### src/rtl/jtframe_obj_line_if.sv
`default_nettype none
// ----------------------------------------------------------------------------
// jtframe_obj_line_if : table, ROM and line-buffer ports of the sprite renderer
// Rev 1.0
// ----------------------------------------------------------------------------
interface jtframe_obj_line_if #(
  parameter int OBJS = 32,
  parameter int CW   = 12
);
  localparam int c_aw = $clog2(OBJS) + 3;

  logic [c_aw-1:0] scan_addr;
  logic [7:0]      scan_dout;
  logic [CW+4:0]   rom_addr;
  logic            rom_cs;
  logic            rom_ok;
  logic [31:0]     rom_data;
  logic [8:0]      buf_addr;
  logic [7:0]      buf_data;
  logic            buf_we;

  modport master (
    output scan_addr, rom_addr, rom_cs, buf_addr, buf_data, buf_we,
    input  scan_dout, rom_ok, rom_data
  );

  modport slave (
    input  scan_addr, rom_addr, rom_cs, buf_addr, buf_data, buf_we,
    output scan_dout, rom_ok, rom_data
  );
endinterface
`default_nettype wire

### src/rtl/jtframe_obj_line.sv
`default_nettype none
// ----------------------------------------------------------------------------
// jtframe_obj_line : scans the object table and draws matching sprites' rows
// Rev 1.0
// ----------------------------------------------------------------------------
module jtframe_obj_line #(
  parameter int OBJS    = 32,
  parameter int CW      = 12,
  parameter int MAXLINE = 16,
  parameter int TRANSP  = 1
)(
  input  logic       clk,
  input  logic       rst,
  input  logic       LHBL,
  input  logic       flip,
  input  logic [8:0] v,
  output logic       ovf,
  output logic       busy,
  jtframe_obj_line_if.master bus
);
  localparam int c_ow = $clog2(OBJS);
  localparam int c_nw = $clog2(OBJS + 1);

  typedef enum logic [2:0] {
    S_IDLE  = 3'd0,
    S_READ  = 3'd1,
    S_CHECK = 3'd2,
    S_FETCH = 3'd3,
    S_WRITE = 3'd4,
    S_DONE  = 3'd5
  } state_t;

  state_t          r_state, w_next;
  logic [1:0]      r_lhbl;
  logic [c_ow-1:0] r_obj;
  logic [2:0]      r_byte, r_k;
  logic [1:0]      r_grp;
  logic [c_nw-1:0] r_cnt;
  logic            r_fwait, r_ovf;
  logic [6:0]      r_row;
  logic [31:0]     r_data;
  logic [7:0]      r_ent [0:7];

  logic            w_start, w_wide, w_hflip, w_vflip, w_match;
  logic            w_obj_last, w_grp_last, w_full;
  logic [1:0]      w_vsize, w_gmax, w_s;
  logic [3:0]      w_pal, w_pix, w_step;
  logic [2:0]      w_pk;
  logic [8:0]      w_y, w_x, w_vf, w_row;
  logic [18:0]     w_code_full;
  logic [CW-1:0]   w_code, w_tile;
  logic            w_unused;

  // LHBL rise is taken from two registered samples to stay glitch free
  assign w_start     = r_lhbl[0] & ~r_lhbl[1];

  assign w_pal       = r_ent[0][3:0];
  assign w_wide      = r_ent[1][0];
  assign w_y         = {r_ent[3][0], r_ent[2]};
  assign w_vflip     = r_ent[5][7];
  assign w_hflip     = r_ent[5][6];
  assign w_vsize     = r_ent[5][5:4];
  assign w_x         = {r_ent[7][0], r_ent[6]};
  assign w_code_full = {r_ent[1][7:1], r_ent[5][3:0], r_ent[4]};
  assign w_code      = w_code_full[CW-1:0];
  assign w_unused    = ^{r_ent[0][7:4], r_ent[3][7:1], r_ent[7][7:1], w_code_full};

  assign w_vf        = v ^ {9{flip}};
  assign w_row       = w_vf - w_y;
  assign w_match     = {1'b0, w_row} < (10'd16 << w_vsize);

  assign w_gmax      = w_wide ? 2'd3 : 2'd1;
  assign w_s         = w_hflip ? (w_gmax - r_grp) : r_grp;
  assign w_step      = w_wide ? {r_row[6:4], 1'b0} : {1'b0, r_row[6:4]};
  assign w_tile      = w_code + CW'(w_step) + CW'(w_s[1]);

  // pixel k of a ROM word sits in nibble k
  assign w_pk        = w_hflip ? ~r_k : r_k;
  assign w_pix       = r_data[{w_pk, 2'b00} +: 4];

  assign w_obj_last  = r_obj == c_ow'(OBJS - 1);
  assign w_grp_last  = r_grp == w_gmax;
  assign w_full      = r_cnt == c_nw'(MAXLINE);

  assign bus.scan_addr = {r_obj, r_byte};
  assign bus.rom_addr  = {w_tile, r_row[3:0] ^ {4{w_vflip}}, w_s[0]};
  assign bus.rom_cs    = (r_state == S_FETCH) && !w_start;
  assign bus.buf_addr  = w_x + 9'({r_grp, r_k});
  assign bus.buf_data  = {w_pal, w_pix};
  assign bus.buf_we    = (r_state == S_WRITE) && !w_start && ((TRANSP == 0) || (w_pix != 4'd0));
  assign ovf           = r_ovf;
  assign busy          = r_state != S_IDLE;

  always_comb begin
    w_next = r_state;
    case (r_state)
      S_IDLE:  w_next = S_IDLE;
      S_READ:  if (r_byte == 3'd7) w_next = S_CHECK;
      S_CHECK: begin
        if (w_match)         w_next = S_FETCH;
        else if (w_obj_last) w_next = S_DONE;
        else                 w_next = S_READ;
      end
      S_FETCH: if (r_fwait && bus.rom_ok) w_next = S_WRITE;
      S_WRITE: begin
        if (r_k == 3'd7) begin
          if (!w_grp_last)               w_next = S_FETCH;
          else if (w_full || w_obj_last) w_next = S_DONE;
          else                           w_next = S_READ;
        end
      end
      S_DONE:  w_next = S_IDLE;
      default: w_next = S_IDLE;
    endcase
    if (w_start) w_next = S_READ;
  end

  always_ff @(posedge clk or posedge rst) begin
    if (rst) begin
      r_state <= S_IDLE;
      r_lhbl  <= 2'b11;
      r_obj   <= '0;
      r_byte  <= '0;
      r_k     <= '0;
      r_grp   <= '0;
      r_cnt   <= '0;
      r_fwait <= 1'b0;
      r_ovf   <= 1'b0;
      r_row   <= '0;
      r_data  <= '0;
      for (int i = 0; i < 8; i++) r_ent[i] <= '0;
    end else begin
      r_state <= w_next;
      r_lhbl  <= {r_lhbl[0], LHBL};
      if (w_start) begin
        r_obj   <= '0;
        r_byte  <= '0;
        r_cnt   <= '0;
        r_ovf   <= 1'b0;
        r_fwait <= 1'b0;
      end else begin
        case (r_state)
          S_READ: begin
            r_byte <= r_byte + 3'd1;
            // table RAM answers one cycle after the address
            if (r_byte != 3'd0) r_ent[r_byte - 3'd1] <= bus.scan_dout;
          end
          S_CHECK: begin
            r_ent[7] <= bus.scan_dout;
            r_row    <= w_row[6:0];
            r_grp    <= '0;
            r_fwait  <= 1'b0;
            if (w_match) r_cnt <= r_cnt + 1'b1;
            else         r_obj <= r_obj + 1'b1;
          end
          S_FETCH: begin
            // the first FETCH cycle never accepts rom_ok
            r_fwait <= 1'b1;
            r_k     <= '0;
            if (r_fwait && bus.rom_ok) r_data <= bus.rom_data;
          end
          S_WRITE: begin
            r_k <= r_k + 3'd1;
            if (r_k == 3'd7) begin
              r_fwait <= 1'b0;
              if (!w_grp_last) begin
                r_grp <= r_grp + 2'd1;
              end else begin
                r_obj <= r_obj + 1'b1;
                if (w_full) r_ovf <= 1'b1;
              end
            end
          end
          default: ;
        endcase
      end
    end
  end
endmodule
`default_nettype wire

### src/flat_wrapper.sv
// flat-port wrapper written by rule: the top's interface ports become plain ports
module jtframe_obj_line_flat 
#(
  parameter int OBJS    = 32,
  parameter int CW      = 12,
  parameter int MAXLINE = 16,
  parameter int TRANSP  = 1
)
  (clk, rst, LHBL, flip, v, ovf, busy, bus_scan_addr, bus_rom_addr, bus_rom_cs, bus_buf_addr, bus_buf_data, bus_buf_we, bus_scan_dout, bus_rom_ok, bus_rom_data);
  jtframe_obj_line_if #(.OBJS(OBJS), .CW(CW)) bus_i ();
  input  logic clk;
  input  logic rst;
  input  logic LHBL;
  input  logic flip;
  input  logic [8:0] v;
  output logic ovf;
  output logic busy;
  output wire logic [$bits(bus_i.scan_addr)-1:0] bus_scan_addr;
  output wire logic [$bits(bus_i.rom_addr)-1:0] bus_rom_addr;
  output wire logic [$bits(bus_i.rom_cs)-1:0] bus_rom_cs;
  output wire logic [$bits(bus_i.buf_addr)-1:0] bus_buf_addr;
  output wire logic [$bits(bus_i.buf_data)-1:0] bus_buf_data;
  output wire logic [$bits(bus_i.buf_we)-1:0] bus_buf_we;
  input wire logic [$bits(bus_i.scan_dout)-1:0] bus_scan_dout;
  input wire logic [$bits(bus_i.rom_ok)-1:0] bus_rom_ok;
  input wire logic [$bits(bus_i.rom_data)-1:0] bus_rom_data;
  assign bus_scan_addr = bus_i.scan_addr;
  assign bus_rom_addr = bus_i.rom_addr;
  assign bus_rom_cs = bus_i.rom_cs;
  assign bus_buf_addr = bus_i.buf_addr;
  assign bus_buf_data = bus_i.buf_data;
  assign bus_buf_we = bus_i.buf_we;
  assign bus_i.scan_dout = bus_scan_dout;
  assign bus_i.rom_ok = bus_rom_ok;
  assign bus_i.rom_data = bus_rom_data;
  jtframe_obj_line #(.OBJS(OBJS), .CW(CW), .MAXLINE(MAXLINE), .TRANSP(TRANSP)) u_core (.clk(clk), .rst(rst), .LHBL(LHBL), .flip(flip), .v(v), .ovf(ovf), .busy(busy), .bus(bus_i));
endmodule
### config.mk
export PLATFORM = sky130hd
export DESIGN_NAME = jtframe_obj_line_flat
export DESIGN_NICKNAME = d
export VERILOG_FILES = /design/src/rtl/jtframe_obj_line_if.sv /design/src/rtl/jtframe_obj_line.sv /design/src/flat_wrapper.sv
export SDC_FILE = /design/constraint.sdc
export NUM_CORES = 1
export LEC_CHECK = 0
export CAP_MARGIN = 15
export CORE_UTILIZATION = 50
export DETAILED_ROUTE_END_ITERATION = 8
export GPL_TIMING_DRIVEN = 0
export PLACE_DENSITY = 0.76
export SETUP_SLACK_MARGIN = 0.1
export SLEW_MARGIN = 20
export SYNTH_ARGS = -nofsm -noshare
export SYNTH_HDL_FRONTEND = slang
export SYNTH_SLANG_ARGS = --single-unit
### constraint.sdc
create_clock -name clk -period 9 [get_ports clk]
set_input_delay 1.8 -clock clk [delete_from_list [all_inputs] [get_ports clk]]
set_output_delay 1.8 -clock clk [all_outputs]
set_load 0.02 [all_outputs]
; Word-level counts from Yosys, hierarchy flattened
; Index checks and enable logic that the tools add are counted.
[totals]
regBits = 129
inputBits = 54
output_inout_bits = 46
elab_cells = 132
[classes]
n_addsub = 11
magnitude_cmp = 3
n_eq_ne = 17
n_shift = 2
muxes = 40
bitwise_logic = 7
n_reduce_logical = 33
[ops]
columns = op, count
row1 = 64-bit bitwise mux, 1
row2 = 3-bit 2-to-1 mux, 11
row3 = 32-bit by 6-bit indexed part select with 4-bit output, 1
row4 = 8-bit demux with 3-bit select, 1
row5 = 5-bit 2-to-1 mux, 4
row6 = 2-bit nonzero test, 10
row7 = 6-bit 2-to-1 mux, 3
row8 = 8-bit 2-to-1 mux, 2
row9 = 8-bit case mux with 2 select lines, 1
row10 = 12-bit by 1-bit adder with 12-bit output, 1
row11 = 12-bit by 4-bit adder with 12-bit output, 1
row12 = 3-bit case mux with 4 select lines, 1
row13 = 3-bit AND reduction, 4
row14 = 4-bit AND reduction, 3
row15 = 9-bit by 10-bit less-than comparator with 1-bit output, 1
row16 = 5-bit case mux with 2 select lines, 1
row17 = "5-bit by 2-bit left shift with 10-bit output, first input constant", 1
row18 = 9-bit by 5-bit adder with 9-bit output, 1
row19 = "3-bit == test, second input constant", 3
row20 = "3-bit by 2-bit inequality test with 1-bit output, second input constant", 3
row21 = 3-bit nonzero test, 3
row22 = 9-bit subtractor, 1
row23 = 9-bit XOR, 1
row24 = 2-bit 2-to-1 mux, 4
row25 = other kinds (31), 50

; Longest topological paths before layout
[logic_depth]
depth_word = 9
mapped_depth = 17
ltp_nobuf = 15

; Worst setup path after synthesis
; No wires, ideal clock.
[synth_timing]
path_kind = input to register
start = input flip
end = register u_core.r_obj[0]
setup_ns = 0.125
t_arrival_ns = 4.948
t_required_ns = 8.875
path_slack_ns = 3.927
cell_stages = 16
path_buffers = 1
cell_sequence = buf_2 > xor2_1 > ha_1 > nor2b_1 > o21a_1 > o21a_1 > o31a_1 > o22ai_1 > xnor2_1 > ha_1 > nor3_1 > a211o_1 > o2111ai_1 > a21oi_1 > a211o_4 > mux2_4
[synth_between]
elab_chain_len = 5
[synth_lines]
columns = element, line
row1 = from (decl), flat_wrapper.sv:14  ; input logic flip;
row2 = 9-bit XOR, jtframe_obj_line.sv:68  ; assign w_vf = v ^ {9{flip}};
row3 = 9-bit subtractor, jtframe_obj_line.sv:69  ; assign w_row = w_vf - w_y;
row4 = 9-bit by 10-bit less-than comparator with 1-bit output, jtframe_obj_line.sv:70  ; assign w_match = {1'b0, w_row} < (10'd16 << w_vsize);
row5 = 3-bit by 2-bit inequality test with 1-bit output (no line), --
row6 = 4-bit AND reduction (no line), --
row7 = to (signal assigned), jtframe_obj_line.sv:154  ; else r_obj <= r_obj + 1'b1;
row8 = to (signal assigned), jtframe_obj_line.sv:169  ; r_obj <= r_obj + 1'b1;
row9 = to (decl), jtframe_obj_line.sv:35  ; logic [c_ow-1:0] r_obj;
; Every way passes these cells.
; A chain may end at the register's enable or synchronous reset.

; Final worst setup path
[layout_timing]
start = register u_core.r_ent[22] (netlist bit)
end = output bus_rom_addr[13]
[layout_between]
elab_chain_len = 2
[layout_lines]
columns = element, line
row1 = from (decl), jtframe_obj_line.sv:42  ; logic [7:0] r_ent [0:7];
row2 = "from (signal, indexed assignment)", jtframe_obj_line.sv:146  ; if (r_byte != 3'd0) r_ent[r_byte - 3'd1] <= bus.scan_dout;
row3 = 2-bit 2-to-1 mux, jtframe_obj_line.sv:73  ; assign w_s = w_hflip ? (w_gmax - r_grp) : r_grp;
row4 = 12-bit by 1-bit adder with 12-bit output, jtframe_obj_line.sv:75  ; assign w_tile = w_code + CW'(w_step) + CW'(w_s[1]);
row5 = to (decl), flat_wrapper.sv:19  ; output wire logic [$bits(bus_i.rom_addr)-1:0] bus_rom_addr;
; Every way passes these cells.

==> results by group <==
Route
  • Drt total wl: 13470 um
  • Via density: 5.532
  • DRC errors left: 9
  • WL/cell: 16.70 um
  • DR iter-0 viols: 232
  • Post-DRT Antenna Nets: 0
  • Drt pass-1 iters: 6
  • Vias: 4464

Place
  • Final Wtd Congestion: 0.8381
  • # port buffers: 98
  • DP HPWL: 10060 um
  • Dpl ws: 3.323 ns

Global routing
  • GRT Overall Usage: 23.07%
  • Initial antenna violation count: 0
  • Vias in the first global route: 4581
  • Largest net degree at the start of global routing: 74
  • Total gr overflow: 0
  • First-pass GRT wire length: 22780 um

Yosys
  • Yosys top cell by area: dfrtp_1
  • Top post-synthesis cells by count: dfrtp_1 (102), mux2_2 (77), nand2_1 (38), ha_1 (30), nor2_1 (27)
  • Mapped Nets: 637
  • Most frequent cell after synthesis: dfrtp_1
  • Yosys top cell area share: 42.27%
  • Synth area leaders: dfrtp_1 (42%), mux2_2 (14%), ha_1 (6.2%)
  • Post-Syn Area: 6038 um^2
  • Async SR Flop Fraction: 100.0%
  • Yosys reg bits: 104
  • Top_reg_cell synth: dfrtp_1
  • Compound-gate portion of the synthesized area: 10.26%
  • Area share of fa/ha/maj cells after synthesis: 7.542%
  • Synth Area in Simple Gates: 11.25%
  • Netlist cell types: 62
  • Xor/xnor share of the synthesized area: 6.983%
  • Syn avg cell area: 11.00 um^2
  • Post-synthesis mux area share: 16.93%
  • Synth Instances: 549
  • Synth Warn #: 0
  • Post-synthesis sequential area ratio: 43.14%
  • Largest family of logic cells by synthesized area: multiplexers
  • Post-synth EDFFs: 0

CTS
  • CTS Hold Bufs: 0
  • Post-CTS Setup Inserts: 0
  • CTS tree: done
  • H-tree depth reported by CTS: 3
  • Root Driver: clkbuf_16
  • Worst-path clk slew: 0.07 ns
  • Post_cts resized: 0
  • TritonCTS Buffers: 9
  • Sink Count: 104
  • Worst-Skew Late Latency: 0.35 ns
  • CTS max path bufs: 2

Worst setup path
  • Nature of the critical path endpoint: output pin
  • CP startpoint kind: flop
  • Critical Path Start: u_core.r_ent[22]
  • CP Data Arrival Time: 4.08 ns
  • WP data required: 7.20 ns
  • CP Cell Sequence: buf_2 > clkbuf_1 > nand2_1 > xnor2_1 > fa_1 > fa_1 > a21o_1 > a21oi_1 > nor2_1 > and3_1 > xor2_1 > clkdlybuf4s50_1
  • CP dominant cell by count: fa_1
  • CP peak stage delay: 0.62 ns
  • Slowest-stage cell, CP: clkdlybuf4s50_1
  • Crit-path max FO: 10
  • R2R Path Start: u_core.r_ent[40]
  • Critical path class: flop to output pin

STA
  • Layout Skew: 0.009169 ns
  • Minimum clock period: 5.875 ns
  • Setup TNS: 0 ns
  • Final-report max-slew violation count: 0
  • Fin crit share: 65.28%
  • Hold Fails Final Rpt: 0
  • Fmax: 170.2 MHz
  • Setup ws final: 3.125 ns
  • Tightest Pin Transition: 0.6707 ns
  • Slew headroom: 54.96%
  • Setup violators final: 0
  • RSZ-0062 raised after global routing: false

Finish
  • Register area: 2605 um^2
  • Area added between synthesis and finish: 25.49%
  • Layout fillers: 925
  • Layout cells sized above 1: 19.88%
  • Nets: 747
  • Diodes inserted: 0
  • Area of the multi-input gates: 3198 um^2

Job
  • Total of max-cap violations: 0

Floorplanning
  • Initial Util: 51.99%
  • Die W: 111.9 um
  • Row Count: 39
  • Top Ports: 100
  • Core area: 11610 um^2
  • Die Span Y: 111.9 um
  • Die area: 12520 um^2

Status
  • Failing checks: DRC
  • Status: finished with violations

Pwr
  • Pwr dens: 306.9 nW/um^2
  • Worst vdd ir: 0.1578 mV
  • Lkg Pwr: 0.003500 uW

Worst hold path
  • Worst hold start: u_core.r_lhbl[0]
  • Worst hold path type: flop to flop
[report_power, final]
group	total (uW)	internal, uW	leakage [uW]	switching [uW]
registers	695	597	0.00137	98.3
clock network	451	280	0.000170	172
logic	1180	580	0.00196	599
[per-stage QoR]
stage	total power (uW)	instance area, um^2	utilization [%]	hold WS (ns)	instances
4_1_cts	2341	7577	65.24	0.3795	807
2_1_floorplan	1476	6038	-	0.3585	549
6_report	2326	7577	65.24	0.3787	807
3_3_place_gp	1840	7198	61.98	0.3625	790
3_5_place_dp	1880	7231	62.26	0.3696	791
5_1_grt	2484	7577	65.24	0.3878	807
[final cells by class]
| class | count | share of cell area (%) |
|---|---|---|
| Inverter | 24 | 1.255 |
| Tap cell | 143 | 2.361 |
| Multi-Input combinational cell | 394 | 42.21 |
| Sequential cell | 104 | 34.38 |
| Clock buffer | 11 | 3.203 |
| Buffer | 27 | 1.915 |
| Timing Repair Buffer | 99 | 13.31 |
| Clock inverter | 5 | 1.371 |
[state kept, by name, indices dropped and copies added (netlist names)]
name                 count
u_core.r_fwait           1
u_core.r_row             7
u_core.r_obj             5
u_core.r_ent            35
u_core.ovf               1
u_core.r_grp             2
u_core.bus.buf_data      4
u_core.r_k               3
u_core.r_cnt             6
u_core.r_state           3
u_core.r_data           32
u_core.r_byte            3
u_core.r_lhbl            2
[layout by cell type, fill, tap and decap left out, types with 6 or more instances in the layout]
master           netlist  final
nor2_1                27     27
dfrtp_1              102    102
ha_1                  30     30
clkbuf_16              0      9
mux2_2                77     77
nor3_1                 8      8
buf_2                 13     13
inv_1                 24     23
nand4_1                6      6
xor2_1                21     21
o21a_1                 6      6
nand2_1               38     38
clkbuf_1               7      8
a21o_1                 6      6
clkdlybuf4s50_1        0     98
a21oi_1               19     19
o21ai_0               23     23
xnor2_1               24     24
nand3_1                8      8
mux2i_1               14     14
nand2b_1               8      8
[routing by layer]
layer	GRT usage, %	share of wire [%]
met1	30.31	44
met2	38.18	49
met3	4.192	4.9
met4	8.378	1.7
met5	0	0
[critical path: cells and delay by family, from the launching register on]
kind	cells	cell delay (ns)
AND/OR/NAND/NOR	3	0.45
adder cells (fa/ha/maj)	2	0.85
flip-flops	1	0.32
buffers and inverters	3	1.30
AO/OA/AOI/OAI	2	0.47
XOR/XNOR	2	0.33
[cells by family (layout without fill, tap and decap cells)]
family          Yosys count  after routing
compound gates           91             91
flops                   104            104
xor+xnor                 46             46
buf+inv                  51            166
fa+ha+maj                34             34
mux                      92             92
simple gates            131            131
[path summary, 6_finish.rpt]
| path | depth (start not counted) | slack (ns) | to |
|---|---|---|---|
| min in group asynchronous | 2 | 1.80 | u_core.r_fwait |
| worst max-delay path | 12 | 3.12 | bus_rom_addr[13] |
| worst min-delay path | 0 | 0.38 | u_core.r_lhbl[1] |
| worst min register to register | 0 | 0.38 | u_core.r_lhbl[1] |
| worst max register to register | 14 | 5.36 | u_core.r_cnt[5] |
| max in group asynchronous | 3 | 6.55 | u_core.r_row[3] |
Note: power is estimated with default switching activity, not from simulation.
